### src/rtl/seg7_pkg.sv
// Shared definitions for the 7-segment display path: driver register map and
// the feeder's state encoding.
package seg7_pkg;

  localparam logic [1:0] SEG7_ADDR_DATA = 2'd0;
  localparam logic [1:0] SEG7_ADDR_ON   = 2'd1;
  localparam logic [1:0] SEG7_ADDR_DP   = 2'd2;

  typedef enum logic [2:0] {
    StIdle,
    StConv,
    StWrData,
    StWrOn,
    StWrDp
  } feeder_state_e;

endpackage

### src/rtl/seg7_bcd_feeder_if.sv
// Value input handshake plus the driver's write-only control port and overflow flag.
interface seg7_bcd_feeder_if #(
  parameter int unsigned DIGITS    = 4,
  parameter int unsigned BIN_WIDTH = 14
);
  logic                 in_valid;
  logic                 in_ready;
  logic [BIN_WIDTH-1:0] in_data;
  logic [DIGITS-1:0]    in_dp;
  logic [1:0]           ctrl_address;
  logic                 ctrl_write;
  logic [31:0]          ctrl_writedata;
  logic                 ovf;

  // master: the feeder, which masters the driver control port
  modport master (
    input  in_valid, in_data, in_dp,
    output in_ready, ctrl_address, ctrl_write, ctrl_writedata, ovf
  );

  modport slave (
    output in_valid, in_data, in_dp,
    input  in_ready, ctrl_address, ctrl_write, ctrl_writedata, ovf
  );
endinterface

### src/rtl/bcd_add3.sv
// Double-dabble correction for one BCD nibble, applied before each left shift.
module bcd_add3 (
  input  logic [3:0] nibble,
  output logic [3:0] adjusted
);
  assign adjusted = (nibble >= 4'd5) ? nibble + 4'd3 : nibble;
endmodule

### src/rtl/seg7_bcd_feeder.sv
// Serial binary-to-BCD converter that programs the static 7-segment driver with
// data, digit-enable and decimal-point writes after each conversion.
module seg7_bcd_feeder
  import seg7_pkg::*;
#(
  parameter int unsigned DIGITS      = 4,
  parameter int unsigned BIN_WIDTH   = 14,
  parameter bit          BLANK_ZEROS = 1'b1
) (
  input logic               clk,
  input logic               reset_n,
  seg7_bcd_feeder_if.master bus
);

  localparam int unsigned BcdW = DIGITS * 4;

  if (DIGITS < 1 || DIGITS > 8) begin : g_bad_digits
    $error("seg7_bcd_feeder: DIGITS must be in 1..8");
  end
  if (BIN_WIDTH < 1 || BIN_WIDTH > 32) begin : g_bad_width
    $error("seg7_bcd_feeder: BIN_WIDTH must be in 1..32");
  end

  feeder_state_e        state_q;
  logic [BIN_WIDTH-1:0] bin_q;
  logic [BcdW-1:0]      bcd_q;
  logic [DIGITS-1:0]    dp_q;
  logic                 ovf_flag_q;
  logic [5:0]           cnt_q;
  logic [1:0]           ctrl_address_q;
  logic                 ctrl_write_q;
  logic [31:0]          ctrl_writedata_q;
  logic                 ovf_q;

  logic [BcdW-1:0]      bcd_adj;
  logic [BcdW-1:0]      bcd_shift;
  logic [BIN_WIDTH-1:0] bin_shift;
  logic                 carry_out;
  logic                 ovf_next;
  logic [BcdW-1:0]      bcd_sat;
  logic [DIGITS-1:0]    on_mask;
  logic                 seen_nonzero;

  for (genvar g = 0; g < DIGITS; g++) begin : g_add3
    bcd_add3 u_add3 (
      .nibble   (bcd_q[4*g +: 4]),
      .adjusted (bcd_adj[4*g +: 4])
    );
  end

  assign {carry_out, bcd_shift, bin_shift} = {bcd_adj, bin_q, 1'b0};
  assign ovf_next = ovf_flag_q | carry_out;
  assign bcd_sat  = ovf_next ? {DIGITS{4'h9}} : bcd_shift;

  // bcd_q holds the saturated value once WR_DATA is reached
  always_comb begin
    on_mask      = '0;
    seen_nonzero = 1'b0;
    for (int i = DIGITS - 1; i >= 0; i--) begin
      seen_nonzero = seen_nonzero | (bcd_q[4*i +: 4] != 4'd0);
      on_mask[i]   = seen_nonzero | (i == 0) | ~BLANK_ZEROS;
    end
  end

  always_ff @(posedge clk or negedge reset_n) begin
    if (!reset_n) begin
      state_q          <= StIdle;
      bin_q            <= '0;
      bcd_q            <= '0;
      dp_q             <= '0;
      ovf_flag_q       <= 1'b0;
      cnt_q            <= '0;
      ctrl_address_q   <= SEG7_ADDR_DATA;
      ctrl_write_q     <= 1'b0;
      ctrl_writedata_q <= '0;
      ovf_q            <= 1'b0;
    end else begin
      unique case (state_q)
        StIdle: begin
          ctrl_write_q <= 1'b0;
          if (bus.in_valid) begin
            bin_q      <= bus.in_data;
            dp_q       <= bus.in_dp;
            bcd_q      <= '0;
            ovf_flag_q <= 1'b0;
            cnt_q      <= 6'(BIN_WIDTH);
            state_q    <= StConv;
          end
        end
        StConv: begin
          bin_q      <= bin_shift;
          bcd_q      <= bcd_shift;
          ovf_flag_q <= ovf_next;
          cnt_q      <= cnt_q - 6'd1;
          // Last bit: issue the data write on this edge so it lands in WR_DATA
          if (cnt_q == 6'd1) begin
            bcd_q            <= bcd_sat;
            ctrl_write_q     <= 1'b1;
            ctrl_address_q   <= SEG7_ADDR_DATA;
            ctrl_writedata_q <= 32'(bcd_sat);
            ovf_q            <= ovf_next;
            state_q          <= StWrData;
          end
        end
        StWrData: begin
          ctrl_address_q   <= SEG7_ADDR_ON;
          ctrl_writedata_q <= 32'(on_mask);
          state_q          <= StWrOn;
        end
        StWrOn: begin
          ctrl_address_q   <= SEG7_ADDR_DP;
          ctrl_writedata_q <= 32'(dp_q);
          state_q          <= StWrDp;
        end
        StWrDp: begin
          ctrl_write_q <= 1'b0;
          state_q      <= StIdle;
        end
        default: state_q <= StIdle;
      endcase
    end
  end

  assign bus.in_ready       = (state_q == StIdle);
  assign bus.ctrl_address   = ctrl_address_q;
  assign bus.ctrl_write     = ctrl_write_q;
  assign bus.ctrl_writedata = ctrl_writedata_q;
  assign bus.ovf            = ovf_q;

endmodule

### src/flat_wrapper.sv
// flat-port wrapper written by rule: the top's interface ports become plain ports
module seg7_bcd_feeder_flat import seg7_pkg::*;
#(
  parameter int unsigned DIGITS      = 4,
  parameter int unsigned BIN_WIDTH   = 14,
  parameter bit          BLANK_ZEROS = 1'b1
)
  (clk, reset_n, bus_in_valid, bus_in_data, bus_in_dp, bus_in_ready, bus_ctrl_address, bus_ctrl_write, bus_ctrl_writedata, bus_ovf);
  seg7_bcd_feeder_if #(.DIGITS(DIGITS), .BIN_WIDTH(BIN_WIDTH)) bus_i ();
  input logic clk;
  input logic reset_n;
  input wire logic [$bits(bus_i.in_valid)-1:0] bus_in_valid;
  input wire logic [$bits(bus_i.in_data)-1:0] bus_in_data;
  input wire logic [$bits(bus_i.in_dp)-1:0] bus_in_dp;
  output wire logic [$bits(bus_i.in_ready)-1:0] bus_in_ready;
  output wire logic [$bits(bus_i.ctrl_address)-1:0] bus_ctrl_address;
  output wire logic [$bits(bus_i.ctrl_write)-1:0] bus_ctrl_write;
  output wire logic [$bits(bus_i.ctrl_writedata)-1:0] bus_ctrl_writedata;
  output wire logic [$bits(bus_i.ovf)-1:0] bus_ovf;
  assign bus_i.in_valid = bus_in_valid;
  assign bus_i.in_data = bus_in_data;
  assign bus_i.in_dp = bus_in_dp;
  assign bus_in_ready = bus_i.in_ready;
  assign bus_ctrl_address = bus_i.ctrl_address;
  assign bus_ctrl_write = bus_i.ctrl_write;
  assign bus_ctrl_writedata = bus_i.ctrl_writedata;
  assign bus_ovf = bus_i.ovf;
  seg7_bcd_feeder #(.DIGITS(DIGITS), .BIN_WIDTH(BIN_WIDTH), .BLANK_ZEROS(BLANK_ZEROS)) u_core (.clk(clk), .reset_n(reset_n), .bus(bus_i));
endmodule
### config.mk
export PLATFORM = sky130hd
export DESIGN_NAME = seg7_bcd_feeder_flat
export DESIGN_NICKNAME = d
export VERILOG_FILES = /design/src/rtl/seg7_pkg.sv /design/src/rtl/seg7_bcd_feeder_if.sv /design/src/rtl/bcd_add3.sv /design/src/rtl/seg7_bcd_feeder.sv /design/src/flat_wrapper.sv
export SDC_FILE = /design/constraint.sdc
export NUM_CORES = 1
export LEC_CHECK = 0
export CAP_MARGIN = 20
export CORE_ASPECT_RATIO = 0.75
export CORE_MARGIN = 10
export CORE_UTILIZATION = 45
export DETAILED_ROUTE_END_ITERATION = 10
export DONT_BUFFER_PORTS = 1
export HOLD_SLACK_MARGIN = 0.1
export PLACE_DENSITY_LB_ADDON = 0.12
export SLEW_MARGIN = 20
export SYNTH_ARGS = -nofsm -noshare
export SYNTH_HDL_FRONTEND = slang
export SYNTH_HIERARCHICAL = 1
export SYNTH_SLANG_ARGS = --single-unit
### constraint.sdc
create_clock -name clk -period 3.2 [get_ports clk]
set_input_delay 0.96 -clock clk [delete_from_list [all_inputs] [get_ports clk]]
set_output_delay 0.96 -clock clk [all_outputs]
set_load 0.03 [all_outputs]
==> summary.txt, run 1 <==
Die
  • Die Wd: 120.3 um
  • Core area: 7331 um^2
  • FP Rows: 27
  • Die Span Y: about 95 um
  • Starting density of the core: 0.4632
  • Total Die Area: between 10000 and 15000 um^2
  • I/O pin count: between 50 and 60

Drt
  • Residual DRC: 0
  • DR vias/cell: approximately 5.8
  • Routed Wire Length: ~8600 um
  • DR pass1 iterations: 5
  • Routed Antenna Nets: 0
  • Initial detailed-routing violation count: between 150 and 200
  • Vias: 2565
  • Mean routed wirelength per cell: between 15 and 20 um

Timing
  • Worst-margin pin slew: around 0.8 ns
  • Worst hold slack: 0.3149 ns
  • Final worst slack: between 0.8 and 0.9 ns
  • Tcrit/Tclk final: 0.7430
  • Min Clock Period, post-route: around 2.4 ns
  • Final setup vio count: 0
  • Fmax: between 400 and 500 MHz
  • RSZ-0062 raised after global routing: no
  • Final Hold Vio Count: 0
  • Final Skew: 0.006723 ns
  • Final slew viol count: 0
  • Slew headroom: 0.4672
  • Setup_tns: 0 ns

Synth
  • Post-synth ARST share: 1.000
  • Number of synthesized flops with an enable pin: 0
  • Synth Cell Area: between 3000 and 4000 um^2
  • Synth Area in Adders: 0.03685
  • Avg Inst Size Synth: about 10 um^2
  • Yosys warnings: 6
  • Post-Synth XOR/XNOR Area: 0.01032
  • Synth Area in Simple Gates: 0.1831
  • Top_reg_cell synth: dfrtp_1
  • Count of state elements after synthesis: 64
  • Netlist cell types: 50
  • Syn Inst Count: between 300 and 400
  • Compound-cell area share of the yosys netlist: 0.1916
  • Mux contribution to synthesized area: 0.02690
  • Main combinational cell family by area after synthesis: compound AO/OA/AOI/OAI gates
  • Seq/Total Area, Yosys: 0.4716

Critical path
  • Slowest cell on crit path: dfrtp_1
  • Reg2reg setup slack: roughly 0.97 ns
  • Crit path capture type: primary output
  • Worst reg2reg path depth: 3
  • Crit-path cells: nor3_1 -> buf_4
  • Critical Path Start Type: flop
  • Setup crit end: bus_in_ready
  • Crit path DAT: about 1.4 ns
  • Worst EP required: roughly 2.2 ns
  • CP peak stage delay: 0.56 ns
  • Worst reg2reg path startpoint: u_core/state_q[0]
  • Critical path class: reg2out
  • CP startpoint: u_core/state_q[0]
  • CP Max Fanout: 15
  • RR Endpoint: u_core/bcd_q[4]

Final layout
  • Area grow syn2layout: 7.001%
  • Final instance area: 3633 um^2
  • ANT cells: 0
  • Final net count: between 300 and 400
  • Post-layout util: 0.4956
  • Layout cells sized above 1: 0.1056
  • FILL cells: between 700 and 800
  • Finished Layout Cells: between 400 and 500

Global route
  • GRT Overall Usage: 0.1513
  • Global route total overflow: 0
  • Global-route wire length before repair: between 10000 and 15000 um
  • Largest net degree at the start of global routing: 65
  • Initial antenna violation count: 0
  • Vias in the first global route: 2485

Power and ir drop
  • Peak supply drop: about 0.00043 V
  • Pwr Total: approximately 3.7 mW
  • Leak: between 1.5 and 2 nW
  • Power per Cell Area: 1032 nW/um^2

Job
  • Max-cap violations: 0

Placed design
  • I/O Buffers: 0
  • GP Congestion: slightly below 0.8
  • Hpwl dp: 5844 um
  • # placed instances: approximately 430
  • Dpl ws: approximately 0.89 ns
  • Placed inst area: around 3400 um^2

Run status
  • Status: finished, final reports clean

Min path
  • Worst Hold Class: in2async

Clock network
  • Clock slew seen by the registers of the worst setup and hold paths: 0.07 ns
  • TritonCTS clock tree: yes
  • CTS H-tree lvls: 3
  • Root Buffer: clkbuf_8
  • Post-CTS Setup Bufs: 0
  • Longest Clk Path Bufs: 2
  • TritonCTS buffer count: 9
  • CTS Sinks: 64
  • Hold_buf cts: 0
  • Post-cts sizing count: 0
  • Clock latency on the worst-skew pair: between 0.3 and 0.4 ns
-- registers in the layout (all words and copies together), names as in the netlist --
signal	count
u_core/bcd_q	16
u_core/bin_q	14
u_core/bus.ctrl_address	2
u_core/bus.ctrl_write	1
u_core/bus.ctrl_writedata	16
u_core/bus.ovf	1
u_core/cnt_q	6
u_core/dp_q	4
u_core/ovf_flag_q	1
u_core/state_q	3
-- cell usage after synthesis (2+ instances only) --
| master | number | area (um^2) |
|---|---|---|
| o31ai_1 | 2 | 15.01 |
| o21ai_0 | 8 | 40.04 |
| a211oi_1 | 7 | 52.55 |
| nand2b_1 | 11 | 68.82 |
| or4b_1 | 2 | 20.02 |
| a22o_1 | 14 | 122.6 |
| a21oi_1 | 3 | 15.01 |
| nand2_1 | 48 | 180.2 |
| a21oi_2 | 4 | 35.03 |
| nand3_1 | 16 | 80.08 |
| nor4b_1 | 3 | 26.28 |
| a311oi_1 | 2 | 17.52 |
| buf_2 | 6 | 30.03 |
| dfrtp_1 | 64 | 1602 |
| or4_1 | 4 | 30.03 |
| a221o_1 | 8 | 80.08 |
| inv_1 | 12 | 45.04 |
| xnor2_1 | 4 | 35.03 |
| o211ai_1 | 3 | 22.52 |
| buf_4 | 16 | 120.1 |
| clkbuf_1 | 15 | 56.30 |
| nor2_1 | 9 | 33.78 |
| o21ai_1 | 4 | 20.02 |
| mux2i_1 | 8 | 80.08 |
| a31oi_1 | 10 | 62.56 |
| a22oi_1 | 12 | 90.09 |
| nor3_1 | 11 | 55.05 |
| nor3b_1 | 3 | 22.52 |
| ha_1 | 10 | 125.1 |
| a21o_1 | 2 | 15.01 |
-- layout make-up --
cell class	instances	area [um^2]	share of cell area
Clock buffer	11	141.4	0.03891
Tap cell	101	126.4	0.03478
Inverter	12	45.04	0.01240
Timing Repair Buffer	9	67.56	0.01860
Sequential cell	64	1602	0.4408
Multi-Input combinational cell	241	1607	0.4421
Clock inverter	4	45.04	0.01240
-- placed cells by master (no fill, tap or decap), drive strengths merged, types with 2 or more instances in the layout --
cell | synthesis | layout
or4b | 2 | 2
o21ai | 12 | 12
nand2 | 48 | 48
clkbuf | 15 | 11
a31oi | 10 | 10
conb | 1 | 16
nor4 | 2 | 2
dfrtp | 64 | 64
buf | 24 | 9
ha | 10 | 10
a21oi | 7 | 7
nand3 | 16 | 16
nor3b | 3 | 3
a21o | 2 | 2
o211ai | 3 | 3
mux2i | 8 | 8
inv | 12 | 12
xnor2 | 4 | 4
nand2b | 11 | 11
a311oi | 2 | 2
nor4b | 4 | 4
a221o | 8 | 8
o31ai | 3 | 3
clkinv | 0 | 3
a22o | 14 | 14
or4 | 4 | 4
a22oi | 12 | 12
nor2 | 9 | 9
nor3 | 12 | 12
a211oi | 7 | 7
-- worst max-delay path: cells and delay by family (launching register included) --
kind | cells | cell delay (ns)
and+or+nand+nor | 1 | 0.31
buffers and inverters | 1 | 0.21
DFF | 1 | 0.56
-- logic make-up after synthesis --
group | after synthesis
buffers and inverters | 51
DFF | 64
muxes | 9
adders and majority gates | 10
other | 1
AOI/OAI and AO/OA | 85
xor gates and xnor gates | 4
and+or+nand+nor | 117
-- power by group --
group | switching [mW] | leakage [nW] | total (mW) | internal (mW)
combinational | 0.849 | 0.790 | 1.48 | 0.632
sequential | 0.476 | 0.808 | 1.59 | 1.12
clock | 0.300 | 0.0989 | 0.673 | 0.373
-- how the worst min path moves through the flow --
stage	startpoint	to	slack, ns
3_5_place_dp	u_core/dp_q[1]	u_core/dp_q[1]	0.47
3_3_place_gp	u_core/dp_q[1]	u_core/dp_q[1]	0.46
5_1_grt	reset_n	u_core/bus.ctrl_writedata[6]	0.28
2_1_floorplan	u_core/dp_q[1]	u_core/dp_q[1]	0.44
6_report	reset_n	u_core/bus.ctrl_address[1]	0.31
4_1_cts	reset_n	u_core/cnt_q[2]	0.30
-- layer usage --
metal	wire, um	share of wire	track usage
met2	3517	0.41	0.2034
met4	101	0.012	0.05010
met1	4261	0.49	0.2133
met3	759	0.088	0.06198
met5	0	0	0
Power figures use the tool's default switching activity.
==> run 2, diff against run 1 <==
==> constraint.sdc (replaced) <==
create_clock -name clk -period 2.3 [get_ports clk]
set_input_delay 0.69 -clock clk [delete_from_list [all_inputs] [get_ports clk]]
set_output_delay 0.69 -clock clk [all_outputs]
set_load 0.03 [all_outputs]
==> summary.txt, run 2 (synthesis gave the netlist of run 1 again) <==
Clock network
  • TritonCTS clock tree: yes
  • CTS Sinks: 64 (unchanged)
  • Post-cts sizing count: 0 (unchanged)
  • Hold_buf cts: 1 (+1)
  • Clock latency on the worst-skew pair: 0.34 ns (about the same)
  • TritonCTS buffer count: 9 (unchanged)
  • Post-CTS Setup Bufs: 0 (unchanged)
  • Clock slew seen by the registers of the worst setup and hold paths: 0.07 ns (about the same)
  • CTS H-tree lvls: 3 (unchanged)
  • Root Buffer: clkbuf_8
  • Longest Clk Path Bufs: 2 (unchanged)

Placed design
  • GP Congestion: 0.8515 (+10%)
  • Hpwl dp: 5832 um (-0.20%)
  • Placed inst area: 3505 um^2 (+1.7%)
  • # placed instances: 435 (+1.9%)
  • I/O Buffers: 0 (unchanged)

Final layout
  • Most common cell after layout, fill and taps aside: dfrtp_1
  • Final net count: 377 (+2.4%)
  • Finished Layout Cells: 452 (+2.3%)
  • Area grow syn2layout: 11.16%
  • Sequential Area: 1602 um^2 (unchanged)
  • ANT cells: 0 (unchanged)
  • Commonest cells after routing, fill and taps aside: 64 x dfrtp_1, 48 x nand2_1, 17 x buf_4, 16 x nand3_1, 16 x conb_1
  • FILL cells: 674 (-4.5%)
  • Final instance area: 3775 um^2 (+3.9%)
  • Multi-input logic area: 1607 um^2 (unchanged)
  • Layout cells sized above 1: 0.1339 (+0.02833)

Critical path
  • CP startpoint: u_core/state_q[0]
  • Worst reg2reg path startpoint: u_core/cnt_q[1]
  • Critical Path Start Type: flop
  • Crit path DAT: 1.44 ns (+0.02 ns)
  • Critical path class: reg2out
  • CP Max Fanout: 8 (-7)
  • Worst EP required: 1.61 ns (-0.63 ns)
  • Crit path capture type: primary output

Drt
  • Post-Route M1 WL: 4237 um (-0.56%)
  • Initial detailed-routing violation count: 253 (+62%)
  • DR vias/cell: 5.673 (-2.3%)
  • Vias: 2564 (-0.039%)
  • DR pass1 iterations: 4 (-1)
  • Top Layer Used: met4
  • Routed Wire Length: 8464 um (-2.0%)
  • Routed Antenna Nets: 0 (unchanged)
  • WL met2: 3427 um (-2.6%)
  • DR WL met3: 704 um (-7.2%)
  • Residual DRC: 0 (unchanged)
  • Mean routed wirelength per cell: 18.73 um (-4.2%)

Power and ir drop
  • Clk pwr share: 0.209 (+0.029)
  • Sw Share: 0.4199 (-0.01368)
  • Internal: 3.173 mW (+49%)
  • Leak: 1.764 nW (+4.0%)
  • Power per Cell Area: 1449 nW/um^2 (+40%)
  • Net Switching: 2.297 mW (+41%)
  • Comb power frac: 0.392 (-0.003)
  • Peak supply drop: 0.0005603 V (+31%)
  • Flop pwr share: 0.399 (-0.026)

Timing
  • Final setup vio count: 0 (unchanged)
  • Final Hold Vio Count: 0 (unchanged)
  • Min Clock Period, post-route: between 2 and 2.5 ns
  • Tcrit/Tclk final: 0.9268
  • Worst-margin pin slew: 0.7274 ns (-0.07175 ns)
  • Final Skew: 0.006819 ns (+0.00009643 ns)
  • RSZ-0062 raised after global routing: no
  • Slew headroom: 0.5145 (+0.04732)
  • Fmax: between 400 and 500 MHz
  • Setup_tns: 0 ns (unchanged)
  • Final slew viol count: 0 (unchanged)

Global route
  • Global route total overflow: 0 (unchanged)
  • Vias in the first global route: 2413 (-2.9%)
  • Global-route wire length before repair: 13560 um (-1.5%)
  • GRT Overall Usage: 0.1505 (-0.0007184)
  • Initial antenna violation count: 0 (unchanged)
  • Largest net degree at the start of global routing: 65 (unchanged)

Die
  • Die Span Y: 95.23 um (unchanged)
  • Core area: 7331 um^2 (unchanged)
  • Die Wd: 120.3 um (unchanged)
  • I/O pin count: 58 (unchanged)
  • Total Die Area: 11460 um^2 (unchanged)
  • Starting density of the core: 0.4632 (unchanged)
  • FP Rows: 27 (unchanged)

Min path
  • Worst Hold Class: in2async

Job
  • Max-cap violations: 0 (unchanged)

Run status
  • Status: finished, final reports clean
-- run 2: cell types whose count changed in the layout (fill, tap and decap cells not counted) --
cell        previous run  this run
bufinv_16              1         2
clkbuf_8              10        12
buf_4                  9        17
clkinvlp_4             0         2
clkbuf_1               1         0
buf_16                 0         1
clkinv_2               3         0
-- run 2: cell type report --
class                   instances  share of cell area
clock buffers                  12             0.04375
clock inverters                 4             0.01989
inverters                      12             0.01193
multi-input cells             241              0.4256
flip-flops and latches         64              0.4243
well taps                     101             0.03348
repair buffers                 18             0.04110
-- run 2: metal layers --
layer / track usage / up-vias
met4: 0.04309 / 0
li1: - / 1226
met3: 0.05844 / 7
met2: 0.1942 / 96
met5: 0 / -
met1: 0.2231 / 1235
-- run 2: worst paths after layout --
| kind | end | slack [ns] | depth (start not counted) |
|---|---|---|---|
| setup / recovery | bus_in_ready | 0.17 | 3 |
| hold / removal | u_core/bus.ctrl_writedata[4] | 0.22 | 1 |
| setup reg to reg | u_core/bus.ctrl_writedata[0] | 0.19 | 5 |
| hold reg to reg | u_core/dp_q[1] | 0.47 | 2 |
| min in group clk | u_core/dp_q[3] | 0.45 | 2 |
| max in group asynchronous | u_core/cnt_q[0] | 1.83 | 1 |
-- run 2: through the flow --
step	hold slack, ns	util	setup slack (ns)	power (mW)
2_1_floorplan	0.3944	-	0.2931	3.728
3_3_place_gp	0.3976	0.4781	0.2410	4.276
3_5_place_dp	0.3976	0.4781	0.2374	4.299
4_1_cts	0.2174	0.5146	0.1541	5.493
5_1_grt	0.2192	0.5149	0.06181	5.868
6_report	0.2180	0.5149	0.1684	5.470
-- run 2: worst max-delay path, cell delays in order, from the launching register on --
cell and delay (ns):
dfrtp_1 0.47, buf_4 0.21, nor3_1 0.22, buf_4 0.20
-- run 2: power groups by stage --
| stage | logic [mW] | registers (mW) | clock network, mW |
|---|---|---|---|
| floorplan | 1.64 | 2.09 | 0 |
| global placement | 2.07 | 2.20 | 0 |
| detailed placement | 2.10 | 2.20 | 0 |
| CTS | 2.13 | 2.19 | 1.17 |
| global route | 2.40 | 2.25 | 1.22 |
| finish | 2.14 | 2.18 | 1.14 |
==> run 3, diff against run 2 <==
==> constraint.sdc (replaced) <==
create_clock -name clk -period 2.45 [get_ports clk]
set_input_delay 0.735 -clock clk [delete_from_list [all_inputs] [get_ports clk]]
set_output_delay 0.735 -clock clk [all_outputs]
set_load 0.03 [all_outputs]
==> summary.txt, run 3 (synthesis gave the netlist of run 1 again) <==
Job
  • Max-cap violations: 0 (unchanged)

Critical path
  • Crit path capture type: primary output
  • Most used cell along the critical path: buf_4
  • Critical Path Start Type: flop
  • Critical path class: reg2out
  • Slowest cell on crit path: dfrtp_1
  • Worst EP required: 1.71 ns (+0.10 ns)
  • Crit-path cells: buf_4 -> nor3_1 -> buf_4
  • CP peak stage delay: 0.49 ns (+0.02 ns)
  • Crit path DAT: 1.48 ns (+0.04 ns)
  • CP Max Fanout: 7 (-1)

Clock network
  • Root Buffer: clkbuf_8
  • Longest Clk Path Bufs: 2 (unchanged)
  • Post-cts sizing count: 0 (unchanged)
  • CTS H-tree lvls: 3 (unchanged)
  • TritonCTS clock tree: yes
  • CTS Sinks: 64 (unchanged)
  • Clock slew seen by the registers of the worst setup and hold paths: 0.07 ns (about the same)
  • TritonCTS buffer count: 9 (unchanged)
  • Clock latency on the worst-skew pair: 0.34 ns (about the same)
  • Hold_buf cts: 1 (unchanged)
  • Post-CTS Setup Bufs: 0 (unchanged)

Timing
  • Setup_tns: 0 ns (unchanged)
  • RSZ-0062 raised after global routing: no
  • Worst hold slack: 0.2716 ns (+0.05364 ns)
  • Fmax: around 450 MHz
  • Slew headroom: 0.5279 (+0.01336)
  • Final slew viol count: 0 (unchanged)
  • Final Skew: 0.008152 ns (+0.001333 ns)
  • Worst-margin pin slew: 0.7074 ns (-0.02002 ns)
  • Min Clock Period, post-route: approximately 2.2 ns
  • Tcrit/Tclk final: 0.9040
  • Final Hold Vio Count: 0 (unchanged)
  • Final setup vio count: 0 (unchanged)

Drt
  • Initial detailed-routing violation count: 195 (-23%)
  • Routed Antenna Nets: 0 (unchanged)
  • DR pass1 iterations: 4 (unchanged)
  • DR vias/cell: 5.683 (+0.18%)
  • Mean routed wirelength per cell: 19.02 um (+1.6%)
  • Routed Wire Length: 8521 um (+0.67%)
  • Residual DRC: 0 (unchanged)
  • Vias: 2546 (-0.70%)

Die
  • Core area: 7331 um^2 (unchanged)
  • FP Rows: 27 (unchanged)
  • Starting density of the core: 0.4632 (unchanged)
  • I/O pin count: 58 (unchanged)
  • Total Die Area: 11460 um^2 (unchanged)
  • Die Wd: 120.3 um (unchanged)
  • Die Span Y: 95.23 um (unchanged)

Power and ir drop
  • Comb power frac: 0.376 (-0.016)
  • Leak: 1.747 nW (-0.96%)
  • Flop pwr share: 0.417 (+0.018)
  • Power per Cell Area: 1354 nW/um^2 (-6.5%)
  • Net Switching: 2.114 mW (-8.0%)
  • Sw Share: 0.4176 (-0.002260)
  • Clk pwr share: 0.207 (-0.002)
  • Peak supply drop: 0.0006613 V (+18%)
  • Internal: 2.948 mW (-7.1%)

Min path
  • Worst Hold Class: in2async

Global route
  • Largest net degree at the start of global routing: 65 (unchanged)
  • Vias in the first global route: 2556 (+5.9%)
  • Initial antenna violation count: 0 (unchanged)
  • Global-route wire length before repair: 14060 um (+3.7%)
  • GRT Overall Usage: 0.1549 (+0.004346)
  • Global route total overflow: 0 (unchanged)

Final layout
  • Sequential Area: 1602 um^2 (unchanged)
  • Area grow syn2layout: 10.06%
  • Final net count: 373 (-1.1%)
  • Commonest cells after routing, fill and taps aside: 64 x dfrtp_1, 48 x nand2_1, 16 x nand3_1, 16 x conb_1, 14 x a22o_1
  • Most common cell after layout, fill and taps aside: dfrtp_1
  • FILL cells: 688 (+2.1%)
  • Multi-input logic area: 1607 um^2 (unchanged)
  • Layout cells sized above 1: 0.1182 (-0.01575)
  • ANT cells: 0 (unchanged)

Placed design
  • Hpwl dp: 5861 um (+0.50%)
  • I/O Buffers: 0 (unchanged)
  • GP Congestion: 0.7982 (-6.3%)

Run status
  • Status: finished, final reports clean
## run 3: cell types whose count changed in the layout (fill, tap and decap cells not counted)
cell	change
buf_4	-4
clkbuf_1	+2
clkinvlp_4	-2
## run 3: power by group through the flow
stage	Clock (mW)	Sequential [mW]	Combinational (mW)
6_report	1.05	2.11	1.90
5_1_grt	1.14	2.18	2.16
4_1_cts	1.08	2.11	1.91
3_5_place_dp	0	2.12	1.87
3_3_place_gp	0	2.12	1.82
2_1_floorplan	0	1.96	1.54
## run 3: critical path, delay by kind of cell, from the launching register on
kind | cells | cell delay (ns)
DFF | 1 | 0.49
and+or+nand+nor | 1 | 0.23
buffers and inverters | 2 | 0.42
## run 3: path summary, 6_finish.rpt
check | slack, ns | from | cells after the start | to
setup / recovery | 0.24 | u_core/state_q[1] | 3 | bus_in_ready
hold / removal | 0.27 | reset_n | 1 | u_core/bus.ctrl_writedata[4]
setup reg to reg | 0.34 | u_core/cnt_q[1] | 5 | u_core/bus.ctrl_writedata[0]
hold reg to reg | 0.49 | u_core/dp_q[2] | 2 | u_core/dp_q[2]
max in group asynchronous | 1.91 | reset_n | 1 | u_core/bin_q[1]
min in group clk | 0.49 | u_core/dp_q[2] | 2 | u_core/dp_q[2]
## run 3: stage by stage
step           utilization  instance area, um^2  setup WS (ns)  cells  power [mW]
2_1_floorplan            -                 3452         0.3981    356       3.500
3_3_place_gp        0.4740                 3475         0.3566    431       3.936
3_5_place_dp        0.4740                 3475         0.3371    431       3.999
4_1_cts             0.5095                 3735         0.2310    448       5.106
5_1_grt             0.5098                 3737         0.1595    448       5.482
6_report            0.5098                 3737         0.2351    448       5.062
## run 3: metal layers
metal / wire length (um) / vias to the layer above / part of all wire / GRT usage
li1: - / 1222 / - / -
met1: 4060 / 1208 / 0.48 / 0.2219
met2: 3417 / 109 / 0.40 / 0.2011
met3: 975 / 7 / 0.11 / 0.07320
met4: 67 / 0 / 0.0079 / 0.04108
met5: 0 / - / 0 / 0
## run 3: area by class of cell
cell class	instances	share of cell area
clock inverters	2	0.01607
well taps	101	0.03381
inverters	12	0.01205
clock buffers	14	0.04620
repair buffers	14	0.03348
multi-input cells	241	0.4299
flip-flops and latches	64	0.4285
